**src/rtl/dmem_arbiter.sv**
```systemverilog
// Round-robin arbiter sequencing pipeline (p) and loader (d) onto DataMem.
// Optional misalignment check: define DMEM_ARB_ALIGN_CHECK_EN.
module dmem_arbiter #(
  parameter int MEM_LATENCY = 1
) (
  input  logic        clk,
  input  logic        rst,

  input  logic        p_valid,
  input  logic [31:0] p_addr,
  input  logic [1:0]  p_size,
  input  logic        p_wen,
  input  logic [31:0] p_wdata,
  output logic        p_ready,
  output logic        p_rvalid,
  output logic [31:0] p_rdata,
  output logic        p_err,

  input  logic        d_valid,
  input  logic [31:0] d_addr,
  input  logic [1:0]  d_size,
  input  logic        d_wen,
  input  logic [31:0] d_wdata,
  output logic        d_ready,
  output logic        d_rvalid,
  output logic [31:0] d_rdata,
  output logic        d_err,

  output logic [31:0] mem_Addr,
  output logic [1:0]  mem_Size,
  output logic [31:0] mem_DataIn,
  output logic        mem_WEN,
  input  logic [31:0] mem_DataOut,

  output logic        busy
);

  typedef enum logic [1:0] {
    IDLE,
    ACCESS,
    RESP
  } state_e;

  localparam int CW = 2;
  localparam logic [CW-1:0] LAST =
    CW'(MEM_LATENCY - 1);

  state_e        state_q, state_d;
  logic [CW-1:0] cnt_q, cnt_d;
  logic          ptr_q, ptr_d;
  logic          gnt_q, gnt_d;
  logic [31:0]   addr_q, addr_d;
  logic [1:0]    size_q, size_d;
  logic          wen_q, wen_d;
  logic [31:0]   wdata_q, wdata_d;
  logic [31:0]   rdata_q, rdata_d;
  logic          err_q, err_d;

  logic        win_p, win_d, take;
  logic [31:0] req_addr, req_wdata;
  logic [1:0]  req_size;
  logic        req_wen, req_bad;
  logic        in_idle, in_acc, in_resp;

  // ptr_q = 1 means d was granted last, so p wins a tie
  assign win_p = p_valid & (~d_valid | ptr_q);
  assign win_d = d_valid & (~p_valid | ~ptr_q);
  assign take  = win_p | win_d;

  assign req_addr  = win_p ? p_addr  : d_addr;
  assign req_size  = win_p ? p_size  : d_size;
  assign req_wen   = win_p ? p_wen   : d_wen;
  assign req_wdata = win_p ? p_wdata : d_wdata;

`ifdef DMEM_ARB_ALIGN_CHECK_EN
  always_comb begin
    req_bad = 1'b0;
    unique case (req_size)
      2'b01:   req_bad = req_addr[0];
      2'b10:   req_bad = |req_addr[1:0];
      2'b11:   req_bad = 1'b1;
      default: req_bad = 1'b0;
    endcase
  end
`else
  assign req_bad = 1'b0;
`endif

  always_comb begin
    state_d = state_q;
    cnt_d   = cnt_q;
    ptr_d   = ptr_q;
    gnt_d   = gnt_q;
    addr_d  = addr_q;
    size_d  = size_q;
    wen_d   = wen_q;
    wdata_d = wdata_q;
    rdata_d = rdata_q;
    err_d   = err_q;
    unique case (state_q)
      IDLE: begin
        if (take) begin
          gnt_d   = win_d;
          ptr_d   = win_d;
          addr_d  = req_addr;
          size_d  = req_size;
          wen_d   = req_wen;
          wdata_d = req_wdata;
          rdata_d = 32'h0;
          err_d   = req_bad;
          cnt_d   = LAST;
          state_d = req_bad ? RESP : ACCESS;
        end
      end
      ACCESS: begin
        if (cnt_q == '0) begin
          state_d = RESP;
          if (wen_q) rdata_d = mem_DataOut;
        end else begin
          cnt_d = cnt_q - 1'b1;
        end
      end
      RESP: begin
        state_d = IDLE;
      end
      default: begin
        state_d = IDLE;
      end
    endcase
  end

  always_ff @(posedge clk) begin
    if (rst) begin
      state_q <= IDLE;
      cnt_q   <= '0;
      ptr_q   <= 1'b1;
      gnt_q   <= 1'b0;
      addr_q  <= '0;
      size_q  <= '0;
      wen_q   <= 1'b1;
      wdata_q <= '0;
      rdata_q <= '0;
      err_q   <= 1'b0;
    end else begin
      state_q <= state_d;
      cnt_q   <= cnt_d;
      ptr_q   <= ptr_d;
      gnt_q   <= gnt_d;
      addr_q  <= addr_d;
      size_q  <= size_d;
      wen_q   <= wen_d;
      wdata_q <= wdata_d;
      rdata_q <= rdata_d;
      err_q   <= err_d;
    end
  end

  assign in_idle = (state_q == IDLE);
  assign in_acc  = (state_q == ACCESS);
  assign in_resp = (state_q == RESP);

  assign busy    = ~in_idle;
  assign p_ready = ~rst & in_idle & win_p;
  assign d_ready = ~rst & in_idle & win_d;

  assign mem_Addr   = in_acc ? addr_q  : 32'h0;
  assign mem_Size   = in_acc ? size_q  : 2'b00;
  assign mem_DataIn = in_acc ? wdata_q : 32'h0;
  // one write strobe per access, in its first cycle
  assign mem_WEN    = ~(in_acc & ~wen_q & (cnt_q == LAST));

  assign p_rvalid = in_resp & ~gnt_q;
  assign d_rvalid = in_resp & gnt_q;
  assign p_rdata  = p_rvalid ? rdata_q : 32'h0;
  assign d_rdata  = d_rvalid ? rdata_q : 32'h0;
  assign p_err    = p_rvalid & err_q;
  assign d_err    = d_rvalid & err_q;

endmodule

```
**config.mk**
```make
export PLATFORM = sky130hd
export DESIGN_NAME = dmem_arbiter
export DESIGN_NICKNAME = d
export VERILOG_FILES = /design/src/rtl/dmem_arbiter.sv
export SDC_FILE = /design/constraint.sdc
export NUM_CORES = 1
export LEC_CHECK = 0
export CORE_ASPECT_RATIO = 0.7
export CORE_MARGIN = 1
export CORE_UTILIZATION = 30
export CTS_CLUSTER_DIAMETER = 30
export DETAILED_ROUTE_END_ITERATION = 7
export PLACE_DENSITY = 0.67
export SLEW_MARGIN = 40
export SYNTH_ARGS = -nofsm -noshare
export SYNTH_HDL_FRONTEND = slang
export SYNTH_SLANG_ARGS = --single-unit
```
**constraint.sdc**
```tcl
create_clock -name clk -period 1.8 [get_ports clk]
set_input_delay 0.54 -clock clk [delete_from_list [all_inputs] [get_ports clk]]
set_output_delay 0.54 -clock clk [all_outputs]
set_load 0.005 [all_outputs]
```
==> results of run 1 <==
## cell usage in the layout, fill, tap and decap left out, types with 2 or more instances in the layout
| cell | n |
|---|---|
| a21oi_1 | 3 |
| a22o_1 | 32 |
| a31oi_1 | 66 |
| and2_1 | 7 |
| and2_4 | 124 |
| buf_12 | 14 |
| buf_16 | 9 |
| buf_2 | 8 |
| buf_4 | 22 |
| buf_6 | 150 |
| buf_8 | 7 |
| clkbuf_1 | 2 |
| clkbuf_16 | 11 |
| clkbuf_2 | 8 |
| clkdlybuf4s50_1 | 166 |
| clkinv_4 | 2 |
| conb_1 | 2 |
| dfxtp_1 | 102 |
| dfxtp_2 | 2 |
| inv_1 | 2 |
| inv_2 | 2 |
| nand2_1 | 137 |
| nand2_2 | 2 |
| nor2_1 | 5 |
| nor3_1 | 3 |
| o21ai_0 | 64 |
| o21ai_1 | 3 |
## registers in the layout (all words and copies together), names as in the netlist
signal / flops
addr_q: 32
ptr_q: 1
cnt_q: 2
size_q: 2
wdata_q: 32
gnt_q: 1
state_q: 2
rdata_q: 32
wen_q: 1
## final timing paths
kind / slack (ns) / depth (start not counted) / end / start
worst max register to register: 0.11 / 8 / rdata_q[21] / cnt_q[0]
worst min register to register: 0.50 / 2 / cnt_q[1] / cnt_q[1]
worst min-delay path: 0.50 / 2 / cnt_q[1] / cnt_q[1]
worst max-delay path: -0.41 / 7 / p_rdata[31] / gnt_q
## where the power goes
group | total, mW | switching [mW] | internal (mW)
clock | 1.95 | 0.876 | 1.08
sequential | 2.66 | 0.120 | 2.54
combinational | 1.77 | 0.701 | 1.07
total | 6.39 | 1.70 | 4.69
## through the flow
| step | total power, mW | setup WS (ns) |
|---|---|---|
| global route | 6.71 | -0.493 |
| detailed placement | 4.08 | -0.644 |
| global placement | 4.06 | -0.635 |
| floorplan | 3.28 | 0.0959 |
| finish | 6.39 | -0.410 |
| CTS | 6.34 | -0.538 |
## area by class of cell
class	instances	area (um^2)
Inverter	4	15.0
Clock buffer	11	233
Fill cell	1461	6370
Multi-Input combinational cell	468	2940
Clock inverter	4	55.1
Timing Repair Buffer	388	4300
Tap cell	225	282
Sequential cell	105	2110
## metal layers
metal  track usage  vias to the layer above  wire (um)
li1              -                     2838          -
met1         0.275                     2630       8750
met2         0.362                      192       9430
met3        0.0754                       10       1660
met4        0.0399                        0        130
met5             0                        -          0
## kinds of logic after synthesis
family / Yosys count / share of synthesized area
AND/OR/NAND/NOR: 291 / 0.292
other: 1 / 0.000750
buffers and inverters: 63 / 0.0661
AO/OA/AOI/OAI: 174 / 0.218
flip-flops: 105 / 0.420
adder cells (fa/ha/maj): 1 / 0.00250
## worst max-delay path: stages, from the launching register on
cell and delay [ns]:
dfxtp_2 0.35, nor3b_4 0.29, buf_4 0.18, buf_6 0.11, buf_6 0.09, buf_6 0.10, and2_4 0.13, buf_6 0.08
## repair_timing
action / 4_1_cts / 5_1_grt
pin swaps: 57 / 24
endpoints found under the setup margin: 202 / 186
hold endpoints to repair: 0 / 0
buffers inserted: 21 / 18
hold buffers: 0 / 0
cloned: 9 / 6
resized for setup: 492 / 315
==> summary.md, run 1 <==
| Metric | Value |
|---|---|
| CP required | 1.26 ns |
| Peak supply drop | between 0.3 and 0.4 mV |
| WL final | 20000 um |
| CTS Buf Count | 9 |
| Number of global-route vias before repair | 5205 |
| Insertion delay to the later sink of the worst-skew pair | roughly 0.34 ns |
| Final #Nets | between 1000 and 1500 |
| Initial antenna violation count | 0 |
| Final setup violation count | 134 |
| DRT Pass-1 Iters | 6 |
| Initial DRC Count | ~220 |
| Grt ovf | 0 |
| Clock Sinks | roughly 110 |
| Synth area leaders | dfxtp_1, and2_1, nand2_1 |
| Crit-path max FO | 4 |
| Setup slack after layout | -0.410 ns |
| Final Util | 0.609 |
| Fin crit share | 1.23 |
| Failing checks | negative setup slack |
| First-pass GRT wire length | roughly 29000 um |
| HP Class | reg2reg |
| Input/output buffers | between 300 and 400 |
| Seq/Total Area, Yosys | 0.420 |
| Yosys cell types | 32 |
| Mapped Cells | between 600 and 700 |
| Yosys reg bits | around 110 |
| Max-Cap Viols | 0 |
| RSZ-0062 raised after global routing | yes |
| Vias per inst | roughly 4.7 |
| Design area | 9930 um^2 |
| Fmax | 452 MHz |
| Fraction of registers with async set/reset | 0 |
| Rows | 39 |
| Startpoint Class | flop |
| Drt wl/cell | 16.6 um |
| Clock Root Buffer | clkbuf_16 |
| Cell Pwr Density | around 640 nW/um^2 |
| DR vias | around 5700 |
| Max_slew headroom | 0.485 |
| Drt drc | 0 |
| Placed insts | 1140 |
| Core Area | about 16000 um^2 |
| Avg Synthesized Cell Area | between 7 and 8 um^2 |
| Die W | 156 um |
| Most frequent cell after synthesis | nand2_1 |
| Synth warn | 0 |
| Area share of the largest cell type after synthesis | 0.420 |
| Pleak | roughly 4.3 nW |
| Overall Global Routing Usage | 0.218 |
| Final hold vios | 0 |
| Antenna cells | 0 |
| Crit path DAT | about 1.7 ns |
| Placement Cell Area | ~8500 um^2 |
| Netlist Area Pre-Place | between 5000 and 6000 um^2 |
| EDFF count, synth | 0 |
| CTS tree | yes |
| DP Wirelength | ~13000 um |
| Tightest Pin Transition | roughly 0.77 ns |
| Die Span Y | roughly 110 um |
| Clk slew on worst S/H paths | ~0.060 ns |
| WS Path Type | reg2out |
| Starting density of the core | 0.307 |
| Layout Cells excl Fill | between 1000 and 1500 |
| Pin count of the biggest net entering global routing | 67 |
| Setup TNS | -34.86 ns |
| Routability-driven placement congestion ratio | 0.813 |
| Layout cells sized above 1 | 0.382 |
| H-tree levels | 3 |
| Num ports | just over 300 |
| Layout area overhead | 98.5% |
| Min Hold Slack | between 0.4 and 0.5 ns |
| Synth area leader | dfxtp_1 |
| Crit path time final | approximately 2.2 ns |
| Worst setup EP type | primary output |
| CTS max path bufs | 2 |
| Pins Over Slew Limit | 0 |
| Die Footprint | approximately 17000 um^2 |
| Status | finished with violations |
| Primary FF master, synth | dfxtp_1 |
| Commonest cells in the netlist | nand2_1, and2_1, dfxtp_1, a31oi_1, o21ai_0 |
| Routed Antenna Nets | 0 |
| Post-Route Skew | about 0.011 ns |
(Power assumes the default switching activity.)
==> inputs of run 2 (changes only) <==
--- a/config.mk
+++ b/config.mk
@@ -7,10 +7,11 @@
 export LEC_CHECK = 0
 export CORE_ASPECT_RATIO = 0.7
 export CORE_MARGIN = 1
-export CORE_UTILIZATION = 30
+export CORE_UTILIZATION = 37
 export CTS_CLUSTER_DIAMETER = 30
 export DETAILED_ROUTE_END_ITERATION = 7
-export PLACE_DENSITY = 0.67
+export GPL_TIMING_DRIVEN = 1
+export PLACE_DENSITY = 0.8
 export SLEW_MARGIN = 40
 export SYNTH_ARGS = -nofsm -noshare
 export SYNTH_HDL_FRONTEND = slang
==> summary.md, run 2 (synthesis results as in run 1) <==
| Metric | Value |
|---|---|
| Status | finished with violations (unchanged) |
| Failing checks | negative setup slack (unchanged) |
| Pleak | 4.29 nW (was 4.32 nW) |
| Die Footprint | 14000 um^2 (was 17200 um^2) |
| Crit path time final | 2.19 ns (was 2.21 ns) |
| CTS Buf Count | 9 (unchanged) |
| Initial antenna violation count | 1 (was 0) |
| HP Class | reg2reg (unchanged) |
| Die Span Y | 99.3 um (was 110 um) |
| WS Path Type | reg2out (unchanged) |
| Insertion delay to the later sink of the worst-skew pair | 0.34 ns (about the same) |
| Clock Sinks | 105 (unchanged) |
| Final #Nets | 1153 (was 1147) |
| Peak supply drop | 0.466 mV (was 0.391 mV) |
| Pin count of the biggest net entering global routing | 67 (unchanged) |
| Core Area | 13200 um^2 (was 16300 um^2) |
| Initial DRC Count | 211 (was 218) |
| Die W | 141 um (was 156 um) |
| Drt wl/cell | 17.0 um (was 16.6 um) |
| Seq. cell area | 2110 um^2 (unchanged) |
| DR vias | 5816 (was 5670) |
| Startpoint Class | flop (unchanged) |
| Total Power | 6.34 mW (was 6.39 mW) |
| Num ports | 308 (unchanged) |
| Rows | 35 (was 39) |
| First-pass GRT wire length | 30200 um (was 28900 um) |
| Post-Route Skew | 0.00750 ns (was 0.0107 ns) |
| DRT Pass-1 Iters | 5 (was 6) |
| Vias per inst | 4.97 (was 4.71) |
| Cell Pwr Density | 650 nW/um^2 (was 644 nW/um^2) |
| Starting density of the core | 0.379 (was 0.307) |
| Max_slew headroom | 0.646 (was 0.485) |
| Overall Global Routing Usage | 0.279 (was 0.218) |
| Number of global-route vias before repair | 5665 (was 5205) |
| Fin crit share | 1.22 (was 1.23) |
| CTS tree | yes (unchanged) |
| Final hold vios | 0 (unchanged) |
| Fmax | 456 MHz (was 452 MHz) |
| Most frequent cells in the layout | clkdlybuf4s50_1, buf_6, nand2_1 (unchanged) |
| Routability-driven placement congestion ratio | 0.820 (was 0.813) |
| Area of the multi-input gates | 2900 um^2 (was 2940 um^2) |
| Crit-path max FO | 7 (was 4) |
| Min Hold Slack | 0.496 ns (was 0.499 ns) |
| DP Wirelength | 12600 um (was 12700 um) |
| Final Util | 0.740 (was 0.609) |
| Biggest regs | addr_q (32), rdata_q (32), wdata_q (32) (unchanged) |
| Setup slack after layout | -0.392 ns (was -0.410 ns) |
| Worst setup EP type | primary output (unchanged) |
| Input/output buffers | 305 (unchanged) |
| RSZ-0062 raised after global routing | yes (unchanged) |
| Grt ovf | 0 (unchanged) |
| Routed Antenna Nets | 0 (unchanged) |
| Max-Cap Viols | 0 (unchanged) |
| H-tree levels | 3 (unchanged) |
| Tightest Pin Transition | 0.532 ns (was 0.772 ns) |
| Final-layout fill cell count | 948 (was 1461) |
| WL final | 20000 um (about the same) |
| Drt drc | 0 (unchanged) |
| CTS max path bufs | 2 (unchanged) |
| Layout cells sized above 1 | 0.372 (was 0.382) |
| CP required | 1.26 ns (about the same) |
| Crit path DAT | 1.65 ns (was 1.67 ns) |
| Layout area overhead | 95.0% (was 98.5%) |
| # hold bufs at CTS | 0 (unchanged) |
| Clk slew on worst S/H paths | 0.07 ns (was 0.06 ns) |
| Clock Root Buffer | clkbuf_16 (unchanged) |
| Final setup violation count | 136 (was 134) |
| Commonest non-fill, non-tap cell in the layout | clkdlybuf4s50_1 (unchanged) |
| Pins Over Slew Limit | 0 (unchanged) |
| Worst slack at placement | -0.617 ns (was -0.644 ns) |
-- run 2: cell types whose count changed in the layout (fill, tap and decap cells not counted), sizes merged --
cell and delta:
buf +15, inv +1, diode +1, clkdlybuf4s50 +1, clkinvlp +1, clkinv -2
clkbuf -11
-- run 2: repair_timing --
item                       in CTS  in global routing
setup endpoints to repair     201                236
gates resized for setup       709                128
buffers inserted               43                  8
pin swaps                      58                 36
cloned                         12                  1
-- run 2: critical path: stages, from the launching register on --
cell     delay [ns]
dfxtp_4        0.37
and2b_4        0.21
buf_12         0.13
buf_6          0.11
buf_6          0.13
buf_6          0.11
and2_4         0.15
buf_6          0.11
-- run 2: routing by layer --
layer	track usage	vias up	part of all wire
met5	0	-	0
li1	-	2846	-
met4	0.106	0	0.032
met3	0.0847	42	0.076
met2	0.475	230	0.48
met1	0.332	2698	0.41
-- run 2: stage by stage --
step | TNS (ns) | cells | instance area, um^2
finish | -36.30 | 1171 | 9750
global route | -43.02 | 1171 | 9750
CTS | -38.46 | 1170 | 9380
detailed placement | -64.91 | 1104 | 8420
global placement | -61.83 | 1104 | 8420
floorplan | 0 | 636 | 5000
-- run 2: worst paths after layout --
kind         slack [ns]       start           end  cells after the start
max reg2reg        0.11    cnt_q[0]    rdata_q[0]                      8
min reg2reg        0.50    cnt_q[1]      cnt_q[1]                      2
max               -0.39  state_q[0]  mem_Addr[13]                      7
min                0.50    cnt_q[1]      cnt_q[1]                      2
-- run 2: layout make-up --
class	instances	share of cell area
Timing Repair Buffer	394	0.431
Multi-Input combinational cell	468	0.297
Sequential cell	105	0.216
Clock buffer	10	0.0245
Tap cell	185	0.0237
Clock inverter	4	0.00552
Inverter	4	0.00154
Antenna cell	1	0.000257
-- run 2: where the power goes --
group	internal (mW)	leakage [nW]	switching, mW
Combinational	1.01	3.29	0.679
Clock	1.11	0.137	0.883
Sequential	2.54	0.867	0.122
Total	4.66	4.29	1.68
==> inputs of run 3 (changes only) <==
--- a/config.mk
+++ b/config.mk
@@ -5,13 +5,12 @@
 export SDC_FILE = /design/constraint.sdc
 export NUM_CORES = 1
 export LEC_CHECK = 0
-export CORE_ASPECT_RATIO = 0.7
-export CORE_MARGIN = 1
-export CORE_UTILIZATION = 37
+export CORE_AREA = 2 2 120 122
 export CTS_CLUSTER_DIAMETER = 30
 export DETAILED_ROUTE_END_ITERATION = 7
+export DIE_AREA = 0 0 122 124
 export GPL_TIMING_DRIVEN = 1
-export PLACE_DENSITY = 0.8
+export PLACE_DENSITY = 0.79
 export SLEW_MARGIN = 40
 export SYNTH_ARGS = -nofsm -noshare
 export SYNTH_HDL_FRONTEND = slang
==> summary.md, run 3 (synthesis results as in run 1) <==
| Metric | Value |
|---|---|
| Status | finished with violations (unchanged) |
| Failing checks | negative setup slack (unchanged) |
| Tightest Pin Transition | 0.555 ns (was 0.532 ns) |
| CP cell instances | buf_6 -> and3b_2 -> buf_6 -> buf_16 -> and2_4 -> buf_6 (was and2b_4 -> buf_12 -> buf_6 -> buf_6 -> buf_6 -> and2_4 -> buf_6) |
| H-tree levels | 3 (unchanged) |
| Clock Sinks | 105 (unchanged) |
| Number of global-route vias before repair | 5410 (was 5665) |
| Input/output buffers | 305 (unchanged) |
| Design area | 10200 um^2 (was 9750 um^2) |
| Layout area overhead | 104% (was 95.0%) |
| Rows | 43 (was 35) |
| Area of the multi-input gates | 2970 um^2 (was 2900 um^2) |
| Overall Global Routing Usage | 0.254 (was 0.279) |
| Worst Hold Depth | 2 (unchanged) |
| CTS max path bufs | 2 (unchanged) |
| Placement Cell Area | 8390 um^2 (was 8420 um^2) |
| Drt drc | 0 (unchanged) |
| RSZ-0062 raised after global routing | yes (unchanged) |
| Cell Pwr Density | 676 nW/um^2 (was 650 nW/um^2) |
| WS Path Type | reg2out (unchanged) |
| Most frequent cells in the layout | clkdlybuf4s50_1, buf_6, nand2_1 (unchanged) |
| Antenna cells | 0 (was 1) |
| Net Sw Power | 1.83 mW (was 1.68 mW) |
| Routability-driven placement congestion ratio | 0.828 (was 0.820) |
| Insertion delay to the later sink of the worst-skew pair | 0.35 ns (was 0.34 ns) |
| Final #Nets | 1148 (was 1153) |
| DP Wirelength | 12000 um (was 12600 um) |
| Most frequent CP cell | buf_6 (unchanged) |
| Clk slew on worst S/H paths | 0.08 ns (was 0.07 ns) |
| Setup slack after layout | -0.347 ns (was -0.392 ns) |
| HP Class | reg2reg (unchanged) |
| Commonest non-fill, non-tap cell in the layout | clkdlybuf4s50_1 (unchanged) |
| Crit path DAT | 1.61 ns (was 1.65 ns) |
| CTS tree | yes (unchanged) |
| Crit path largest cell delay | 0.33 ns (was 0.37 ns) |
| R2R Setup Slk | 0.04 ns (was 0.11 ns) |
| R2r endpoint | wdata_q[23] (was rdata_q[0]) |
| Layout cells sized above 1 | 0.391 (was 0.372) |
| Initial DRC Count | 401 (was 211) |
| Pleak | 4.43 nW (was 4.29 nW) |
| CTS Buf Count | 9 (unchanged) |
| Die W | 122 um (was 141 um) |
| Combinational share of power | 0.277 (was 0.266) |
| Biggest regs | addr_q (32), rdata_q (32), wdata_q (32) (unchanged) |
| WHS Endpoint | cnt_q[1] (unchanged) |
| Setup TNS | -35.91 ns (was -36.30 ns) |
| Vias per inst | 5.17 (was 4.97) |
| Fin crit share | 1.19 (was 1.22) |
| Num ports | 308 (unchanged) |
| Peak supply drop | 0.425 mV (was 0.466 mV) |
| Worst setup EP type | primary output (unchanged) |
| DRT Pass-1 Iters | 5 (unchanged) |
| Starting density of the core | 0.365 (was 0.379) |
| Core Area | 13700 um^2 (was 13200 um^2) |
| R2r startpoint | state_q[1] (was cnt_q[0]) |
| Hold_sp | cnt_q[1] (unchanged) |
| Fmax | 466 MHz (was 456 MHz) |
| Post-Route Skew | 0.0112 ns (was 0.00750 ns) |
| Max-Cap Viols | 0 (unchanged) |
| Seq. cell area | 2110 um^2 (about the same) |
| Grt ovf | 0 (unchanged) |
| Worst r2r path cells | 10 (was 8) |
| Worst slack at placement | -0.825 ns (was -0.617 ns) |
| Switching Fraction | 0.266 (was 0.265) |
| Total Power | 6.88 mW (was 6.34 mW) |
| Seq pwr share | 0.388 (was 0.420) |
| Die Span Y | 124 um (was 99.3 um) |
| Crit-path max FO | 8 (was 7) |
| Pins Over Slew Limit | 0 (unchanged) |
| Final setup violation count | 136 (unchanged) |
| Startpoint Class | flop (unchanged) |
| Final hold vios | 0 (unchanged) |
| DR vias | 6004 (was 5816) |
| WL final | 22200 um (was 20000 um) |
| Crit path time final | 2.15 ns (was 2.19 ns) |
| Layout Cells excl Fill | 1162 (was 1171) |
| Final-layout fill cell count | 979 (was 948) |
| Clock power share | 0.335 (was 0.314) |
| Int Power | 5.05 mW (was 4.66 mW) |
| Initial antenna violation count | 0 (was 1) |
| Clock Root Buffer | clkbuf_16 (unchanged) |
| CP required | 1.26 ns (about the same) |
| Max_slew headroom | 0.630 (was 0.646) |
| # hold bufs at CTS | 0 (unchanged) |
| Worst path slowest cell | dfxtp_2 (was dfxtp_4) |
| Routed Antenna Nets | 0 (unchanged) |
| First-pass GRT wire length | 29100 um (was 30200 um) |
| Drt wl/cell | 19.1 um (was 17.0 um) |
| Die Footprint | 15100 um^2 (was 14000 um^2) |
| Pin count of the biggest net entering global routing | 67 (unchanged) |
| Placed insts | 1094 (was 1104) |
[run 3: cell count changes in the layout (fill, tap and decap cells not counted), sizes merged]
| cell | delta |
|---|---|
| clkinv | +2 |
| clkdlybuf4s50 | -1 |
| diode | -1 |
| buf | -11 |
| clkinvlp | -1 |
| bufinv | +2 |
| dlygate4sd2 | +2 |
| dlymetal6s2s | -1 |
| clkbuf | +5 |
[run 3: timing repair]
item,CTS,global route
resized for setup,740,132
pin swaps,82,27
cloned,15,9
endpoints found under the setup margin,202,150
buffers inserted,25,11
[run 3: cell type report]
class,count,area share
Timing Repair Buffer,389,0.444
Inverter,4,0.00172
Multi-Input combinational cell,468,0.291
Sequential cell,105,0.207
Clock inverter,7,0.0114
Clock buffer,9,0.0221
Tap cell,180,0.0221
[run 3: worst max-delay path by stage]
stage,startpoint,to,depth (start not counted)
after global placement,d_valid,d_ready,5
final,state_q[1],d_rdata[9],6
after floorplan,state_q[1],p_rdata[22],3
after detailed placement,d_valid,d_ready,5
after global routing,state_q[1],d_rdata[20],6
after CTS,state_q[0],p_rdata[25],7
[run 3: power by group through the flow]
stage	Sequential (mW)	Combinational (mW)	Clock (mW)
2_1_floorplan	2.66	0.620	0
3_3_place_gp	2.68	1.34	0
3_5_place_dp	2.69	1.35	0
4_1_cts	2.65	1.64	2.33
5_1_grt	2.69	2.03	2.46
6_report	2.67	1.90	2.31
[run 3: critical path: cells and delay by family, from the launching register on]
kind	cells	cell delay, ns
buffers and inverters	4	0.52
DFF	1	0.33
and+or+nand+nor	2	0.40
[run 3: through the flow]
stage	hold slack, ns	util
after global placement	0.468	0.612
after global routing	0.529	0.742
final	0.492	0.742
after detailed placement	0.473	0.612
after floorplan	0.445	-
after CTS	0.500	0.693
[run 3: metal layers]
| metal | global-route usage | routed length (um) | up-vias |
|---|---|---|---|
| met3 | 0.0668 | 1830 | 68 |
| met5 | 0 | 0 | - |
| li1 | - | - | 2845 |
| met2 | 0.455 | 11000 | 314 |
| met1 | 0.286 | 8370 | 2777 |
| met4 | 0.104 | 972 | 0 |
